===== src/rtl/xboot_loader_pkg.sv =====
// xboot_loader_pkg: shared instruction width default and loader state encoding.
package xboot_loader_pkg;
   localparam int XBOOT_INSTR_W = 32;
   typedef enum logic [2:0] {XBOOT_HDR, XBOOT_LOAD, XBOOT_CHK, XBOOT_DONE, XBOOT_ERR} xboot_state_t;
endpackage


===== src/rtl/xboot_packer.sv =====
// xboot_packer: MSB-first byte-to-word shift register with per-word byte count;
// word_valid/word_data appear one cycle after the last byte of a word.
module xboot_packer import xboot_loader_pkg::*; #(
   parameter int INSTR_W = XBOOT_INSTR_W
) (
   input  logic               clk,
   input  logic               rst,
   input  logic               i_en,
   input  logic               i_keep,
   input  logic [7:0]         i_data,
   output logic               o_last,
   output logic               o_word_valid,
   output logic [INSTR_W-1:0] o_word_data
);
   localparam int BPW = INSTR_W / 8;
   localparam int CW = BPW > 1 ? $clog2(BPW) : 1;
   logic [CW-1:0]      r_cnt;
   logic [INSTR_W-1:0] r_sh;
   logic [INSTR_W-1:0] w_word;
   assign w_word = (r_sh << 8) | INSTR_W'(i_data);
   assign o_last = i_en && r_cnt == CW'(BPW - 1);
   always_ff @(posedge clk or posedge rst)
      if (rst) begin
         r_cnt        <= '0;
         r_sh         <= '0;
         o_word_valid <= 1'b0;
         o_word_data  <= '0;
      end else begin
         o_word_valid <= o_last && i_keep;
         if (i_en) begin
            r_cnt <= o_last ? '0 : r_cnt + 1'b1;
            r_sh  <= w_word;
         end
         if (o_last && i_keep)
            o_word_data <= w_word;
      end
endmodule


===== src/rtl/xboot_loader.sv =====
// xboot_loader: streams a length-prefixed byte image into instruction memory and
// holds the controller in reset until done; XBOOT_CHKSUM_EN adds a trailing XOR byte.
module xboot_loader import xboot_loader_pkg::*; #(
   parameter int INSTR_W     = XBOOT_INSTR_W,
   parameter int IMEM_ADDR_W = 10,
   parameter int LEN_W       = 16
) (
   input  logic                   clk,
   input  logic                   rst,
   input  logic [7:0]             s_data,
   input  logic                   s_valid,
   output logic                   s_ready,
   output logic                   imem_we,
   output logic [IMEM_ADDR_W-1:0] imem_addr,
   output logic [INSTR_W-1:0]     imem_wdata,
   output logic                   ctrl_rst,
   output logic                   busy,
   output logic                   done,
   output logic                   err
);
   localparam int HB = LEN_W / 8;
   localparam logic [LEN_W:0] DEPTH = (LEN_W + 1)'(2 ** IMEM_ADDR_W);
`ifdef XBOOT_CHKSUM_EN
   localparam bit CHK_EN = 1'b1;
`else
   localparam bit CHK_EN = 1'b0;
`endif
   xboot_state_t     r_state, w_next;
   logic [7:0]       r_hcnt, r_xor;
   logic [LEN_W-1:0] r_n, r_idx, w_n_shift;
   logic             r_ovf, w_acc, w_load, w_last, w_in_range, w_ovf_next;
   assign w_acc      = s_valid && s_ready;
   assign w_load     = w_acc && r_state == XBOOT_LOAD;
   assign w_n_shift  = (r_n << 8) | LEN_W'(s_data);
   assign w_in_range = {1'b0, r_idx} < DEPTH;
   assign w_ovf_next = r_ovf || !w_in_range;
   always_comb begin
      w_next = r_state;
      if (w_acc && r_state == XBOOT_HDR && r_hcnt == 8'(HB - 1))
         w_next = w_n_shift == '0 ? (CHK_EN ? XBOOT_CHK : XBOOT_DONE) : XBOOT_LOAD;
      if (w_last && r_idx == r_n - 1'b1)
         w_next = CHK_EN ? XBOOT_CHK : (w_ovf_next ? XBOOT_ERR : XBOOT_DONE);
      if (w_acc && r_state == XBOOT_CHK)
         w_next = s_data == r_xor && !r_ovf ? XBOOT_DONE : XBOOT_ERR;
   end
   // Out-of-range words are still packed but never strobed, so addresses never wrap.
   xboot_packer #(.INSTR_W(INSTR_W)) u_packer (
      .clk          (clk),
      .rst          (rst),
      .i_en         (w_load),
      .i_keep       (w_in_range),
      .i_data       (s_data),
      .o_last       (w_last),
      .o_word_valid (imem_we),
      .o_word_data  (imem_wdata)
   );
   always_ff @(posedge clk or posedge rst)
      if (rst) begin
         r_state   <= XBOOT_HDR;
         r_hcnt    <= '0;
         r_n       <= '0;
         r_idx     <= '0;
         r_xor     <= '0;
         r_ovf     <= 1'b0;
         s_ready   <= 1'b0;
         busy      <= 1'b0;
         done      <= 1'b0;
         err       <= 1'b0;
         ctrl_rst  <= 1'b1;
         imem_addr <= '0;
      end else begin
         r_state  <= w_next;
         s_ready  <= w_next == XBOOT_HDR || w_next == XBOOT_LOAD || w_next == XBOOT_CHK;
         busy     <= w_next == XBOOT_HDR || w_next == XBOOT_LOAD || w_next == XBOOT_CHK;
         done     <= w_next == XBOOT_DONE;
         err      <= w_next == XBOOT_ERR;
         ctrl_rst <= r_state != XBOOT_DONE;
         if (w_acc && r_state == XBOOT_HDR) begin
            r_n    <= w_n_shift;
            r_hcnt <= r_hcnt + 1'b1;
         end
         if (w_load)
            r_xor <= r_xor ^ s_data;
         if (w_last) begin
            r_idx <= r_idx + 1'b1;
            r_ovf <= w_ovf_next;
            if (w_in_range)
               imem_addr <= r_idx[IMEM_ADDR_W-1:0];
         end
      end
endmodule


===== config.mk =====
export PLATFORM = sky130hd
export DESIGN_NAME = xboot_loader
export DESIGN_NICKNAME = d
export VERILOG_FILES = /design/src/rtl/xboot_loader_pkg.sv /design/src/rtl/xboot_packer.sv /design/src/rtl/xboot_loader.sv
export SDC_FILE = /design/constraint.sdc
export NUM_CORES = 1
export LEC_CHECK = 0
export ABC_AREA = 1
export CORE_MARGIN = 1.5
export CORE_UTILIZATION = 55
export CTS_CLUSTER_DIAMETER = 80
export DETAILED_ROUTE_END_ITERATION = 16
export GPL_TIMING_DRIVEN = 0
export PLACE_DENSITY = 0.78
export SETUP_SLACK_MARGIN = 0.2
export SKIP_CTS_REPAIR_TIMING = 1
export SLEW_MARGIN = 20
export SYNTH_ARGS = -nofsm -noshare
export SYNTH_HDL_FRONTEND = slang
export SYNTH_SLANG_ARGS = --single-unit

===== constraint.sdc =====
create_clock -name clk -period 4.9 [get_ports clk]
set_input_delay 0.98 -clock clk [delete_from_list [all_inputs] [get_ports clk]]
set_output_delay 0.98 -clock clk [all_outputs]
set_load 0.05 [all_outputs]

After elaboration in Yosys (flattened, before gate mapping) --
Cells that the tools add are included.
Cells by class: add/subtract/negate cells 4, multipliers 0, div/mod/pow operators 0, order comparisons 1, equality and inequality tests 11, shift operators 0, muxes and demuxes 7, bitwise operators 3, reduce and logical (&&, ||, !) cells 18
Operator list (count):
- $or A32 B8 Y32 | 1
- $add A16 B1 Y16 const B | 1
- $eq A16 B16 Y1 | 1
- $logic_not A16 Y1 | 1
- $lt A16 B11 Y1 const B | 1
- $or A16 B8 Y16 | 1
- $sub A16 B1 Y16 const B | 1
- $mux W3 | 5
- $eq A3 B2 Y1 const B | 3
- $logic_and A1 B1 Y1 | 9
- $add A8 B1 Y8 const B | 1
- $eq A8 B1 Y1 const B | 1
- $eq A8 B8 Y1 | 1
- $xor A8 B8 Y8 | 1
- $eq A3 B1 Y1 const B | 2
- $logic_not A3 Y1 | 2
- $mux W2 | 2
- $eq A3 B3 Y1 const B | 1
- $logic_or A1 B1 Y1 | 3
- $ne A3 B2 Y1 const B | 1
- $add A2 B1 Y2 const B | 1
- $eq A2 B2 Y1 const B | 1
- $logic_not A1 Y1 | 2
- $reduce_and A2 Y1 | 1
Word-level totals: flip-flop bits (word level) 125, latch bits 0, RAM bits 0, bits in read-only memories 0, input port bits 11, word-level logic and storage cells 59, memories kept 0

Longest topological paths before layout --
depth in word-level cells 9, mapped depth 18, depth with buffers taken out 18

Hierarchy --
A second synthesis with hierarchy kept.
Second synthesis, totals: cell total of the unflattened synthesis 686, area total of the unflattened synthesis 5945.7 um^2
Modules (own cells, without submodules):
- xboot_loader | times used 1, cells an instance 434, area an instance 3535.9 um^2, seq. area each 1652.8 um^2
- xboot_packer | times used 1, cells an instance 252, area an instance 2409.8 um^2, seq. area each 1476.4 um^2

Worst setup path after synthesis --
OpenSTA, ideal clock, no wires.
path type input to register, from in s_valid, to reg busy, arrival 2234 ps, slack 2553 ps, cell stages on the path 15, buffers on the path 0, path through nand2_1 -> nor2_2 -> nand3_2 -> nor2_1 -> nand3_1 -> nor2_1 -> nand2_1 -> nor2_1 -> nand3_2 -> nand2_2 -> nand2_2 -> nand2_2 -> nand2_2 -> nand2_1 -> inv_1
Between the ends: longest elaborated chain between the ends 9
Ends and longest elaborated chain:
- start, declared | line xboot_loader.sv:11 | input logic s_valid,
- $logic_and A1 B1 Y1 (*) | line xboot_loader.sv:32 | assign w_acc = s_valid && s_ready;
- $logic_and A1 B1 Y1, on equally long branches | line xboot_loader.sv:39, xboot_loader.sv:33
- $logic_and A1 B1 Y1, on equally long branches | line xboot_loader.sv:39, xboot_packer.sv:21
- $mux W3 or $logic_and A1 B1 Y1 (tied branches) | line xboot_loader.sv:39, xboot_loader.sv:41
- $mux W3 | line xboot_loader.sv:41 | if (w_last && r_idx == r_n - 1'b1)
- $mux W3 (*) | line xboot_loader.sv:43 | if (w_acc && r_state == XBOOT_CHK)
- named net w_next[1] | line xboot_loader.sv:28 | xboot_state_t r_state, w_next;
- $eq A3 B1 Y1 or $logic_not A3 Y1 (tied branches) | line xboot_loader.sv:74 | busy <= w_next == XBOOT_HDR || w_next == XBOOT_LOAD || w_next == XBOOT_CHK;
- $logic_or A1 B1 Y1 | line xboot_loader.sv:74
- $logic_or A1 B1 Y1 (*) | line xboot_loader.sv:74
- end signal, assigned | line xboot_loader.sv:66 | busy <= 1'b0;
- end signal, assigned | line xboot_loader.sv:74
- end, declared | line xboot_loader.sv:17 | output logic busy,
The timed path passes the listed nets; every way through them passes the cells marked *. A chain may end at the register's enable or synchronous reset.

==> metrics.md <==
| Metric | Value |
|---|---|
| Run status | `finished clean` |
| Slowest CP cell | `clkdlybuf4s50_1` |
| Nets | `734` |
| Synth Register Bits | `125` |
| Final Util | `69.7%` |
| Num CTS Buffers | `17` |
| Least-Margin Pin Slew | `518 ps` |
| Core ar. | `10200 um2` |
| Syn Area/Cell | `8.98 um2` |
| Post-route minimum period | `2840 ps` |
| Cell row count | `37` |
| Post-Synth Simple-Gate Area | `21.7%` |
| Wire per inst | `15.0 um` |
| Initial core utilization | `56.1%` |
| Final Max Slew Viols | `0` |
| Largest net degree at the start of global routing | `76` |
| Die width | `105 um` |
| Clock transition at the registers of the reported paths | `60 ps` |
| Compound-Gate Fraction of Synth Area | `8.18%` |
| Root buffer cell | `clkbuf_8` |
| Commonest non-fill, non-tap cell in the layout | `nand2_1` |
| Max transition margin | `65.4%` |
| Hpwl dp | `9430 um` |
| Mapped Nets | `656` |
| Xor-xnor portion of the synthesized cell area | `6.54%` |
| DP Area | `6520 um2` |
| CP Max Fanout | `4` |
| I/O pin count | `59` |
| Vias in the first global route | `4471` |
| Pleak | `3.45 nW` |
| Sequential-to-total area share from yosys stat | `54.5%` |
| Adder-cell share of the synthesized area | `1.31%` |
| Cell Pwr Density | `410 nW/um2` |
| Die Y | `105 um` |
| Critical path class | `reg2out` |
| Largest family of logic cells by synthesized area | `simple AND/OR/NAND/NOR gates` |
| WL final | `13000 um` |
| Hold Violations, Final | `0` |
| Ys Warns | `0` |
| H-tree depth | `4` |
| Worst path bufs/invs | `2` |
| Unrepaired setup endpoints after global routing | `no` |
| Most frequent cells in the layout | `nand2_1, dfrtp_1, inv_1, nor2_1, clkdlybuf4s50_1` |
| GRT Overall Usage | `25.7%` |
| Design area | `7130 um2` |
| IO buf count | `58` |
| First-pass GRT wire length | `22100 um` |
| WP data arrival | `1860 ps` |
| Fmax achieved | `0.352 GHz` |
| Gr ovfl total | `0` |
| Final ANT Viol Nets | `0` |
| Fin crit share | `58.0%` |
| Ant diodes | `0` |
| Critical Path Start Type | `register` |
| Iter 0 DRT Violations | `258` |
| Max incr delay on CP | `800 ps` |
| Via Count | `4566` |
| Final setup fails | `0` |
| Clk Latency, worst-skew pair | `530 ps` |
| Crit path max-delay family | `buffers and inverters` |
| Worst Hold Class | `reg2reg` |
| Die area | `11100 um2` |
| Detailed Routing Iterations Pass 1 | `5` |
| Synth cell types | `32` |
| Setup TNS | `0 ps` |
| Mux contribution to synthesized area | `1.57%` |
| Peak VDD IR | `0.000255 V` |
| Required @ worst endpoint | `3920 ps` |
| Max-cap viol count | `0` |
| Remaining routing DRC violations | `0` |
| Initial antenna violation count | `0` |
| Critical Path, Cell by Cell | `buf_4 > clkdlybuf4s50_1` |
| Worst clock skew | `10.1 ps` |
| Cells after Synth | `639` |
| RD Place Congestion | `0.917` |
| Area growth syn-to-layout | `24.3%` |
| Max Buffers Root-to-Sink | `2` |
| Layout cells sized above 1 | `12.6%` |
| CTS tree | `yes` |
| # clock sinks | `125` |
| Worst Setup End Kind | `output pin` |
| Routed vias/inst | `5.27` |
| Synthesized area | `5740 um2` |
## metal layers
metal	global-route usage (%)	wire length, um	vias up
met5	0	0	-
met4	7.63	194	0
met3	6.86	574	22
met2	42.0	6530	120
met1	33.7	5700	2230
li1	-	-	2194
## where the power goes
part	internal (mW)	switching (mW)	total (mW)
logic	0.149	0.260	0.409
registers	1.14	0.0946	1.23
clock network	0.799	0.486	1.28
## kinds of logic (layout without fill, tap and decap cells)
kind of cell / after synthesis / in the layout
XOR/XNOR: 42 / 42
buffers and inverters: 91 / 182
AO/OA/AOI/OAI: 90 / 90
AND/OR/NAND/NOR: 277 / 277
multiplexers: 8 / 8
flip-flops: 125 / 125
adder cells (fa/ha/maj): 6 / 6
## state kept, by name, indices dropped and copies added, names as in the netlist, 2 cells and up
register	count
r_idx	16
r_n	16
u_packer.r_cnt	2
u_packer.o_word_data	32
r_hcnt	8
r_xor	8
r_state	3
u_packer.r_sh	24
imem_addr	10
## worst paths after layout
| kind | start | end | slack [ps] | depth (start not counted) |
|---|---|---|---|---|
| max | busy | s_ready | 2060 | 2 |
| min | u_packer.r_sh[16] | u_packer.r_sh[16] | 480 | 2 |
| max reg2reg | r_n[0] | busy | 2600 | 16 |
| min reg2reg | u_packer.r_sh[16] | u_packer.r_sh[16] | 480 | 2 |
| max in group asynchronous | rst | ctrl_rst | 3290 | 3 |
| min in group asynchronous | rst | r_idx[7] | 870 | 2 |
## per-stage QoR
stage / setup WS [ps] / hold WS (ps) / instances / power, mW
after global placement: -963 / 461 / 833 / 1.63
after CTS: 2040 / 483 / 866 / 2.94
final: 2060 / 478 / 866 / 2.93
after floorplan: 594 / 437 / 639 / 1.54
after global routing: 1930 / 511 / 866 / 3.07
after detailed placement: 1610 / 465 / 834 / 1.65
## Yosys cell counts
cell type	n	area share, %
nor2_4	3	0.59
o21a_1	1	0.13
dfstp_2	1	0.46
buf_4	1	0.13
nor3_1	9	0.78
nand4_1	6	0.65
nor2_2	14	1.5
nor4_1	6	0.65
mux2_2	8	1.6
o21ai_1	1	0.087
xnor2_1	10	1.5
o21bai_1	2	0.26
o22ai_2	1	0.22
clkbuf_1	12	0.78
buf_2	5	0.44
nand3_2	3	0.52
nor2_1	64	4.2
xnor2_2	1	0.28
o21ai_2	1	0.15
nand3_4	1	0.31
o21ai_0	48	4.2
nand2_1	129	8.4
inv_1	67	4.4
nand3b_1	3	0.39
ha_1	6	1.3
dfrtp_1	124	54
inv_2	5	0.33
xor2_1	31	4.7
a21oi_1	36	3.1
nand3_1	26	2.3
nand2_2	13	1.4
clkbuf_2	1	0.087
## layout make-up
class                      count  area, um2
buffer                        19       82.6
clock buffer                  18        428
clock inverter                14        184
fill                         795       3100
inverter                      72        275
multi-input combinational    423       2260
sequential                   125       3130
tap                          136        170
timing repair buffer          59        608
## worst min-delay path: stages (launching register included)
cell     delay [ps]
dfrtp_1         340
nand2_1          50
o21ai_0          60
No activity file was read; power rests on OpenSTA's default activity.
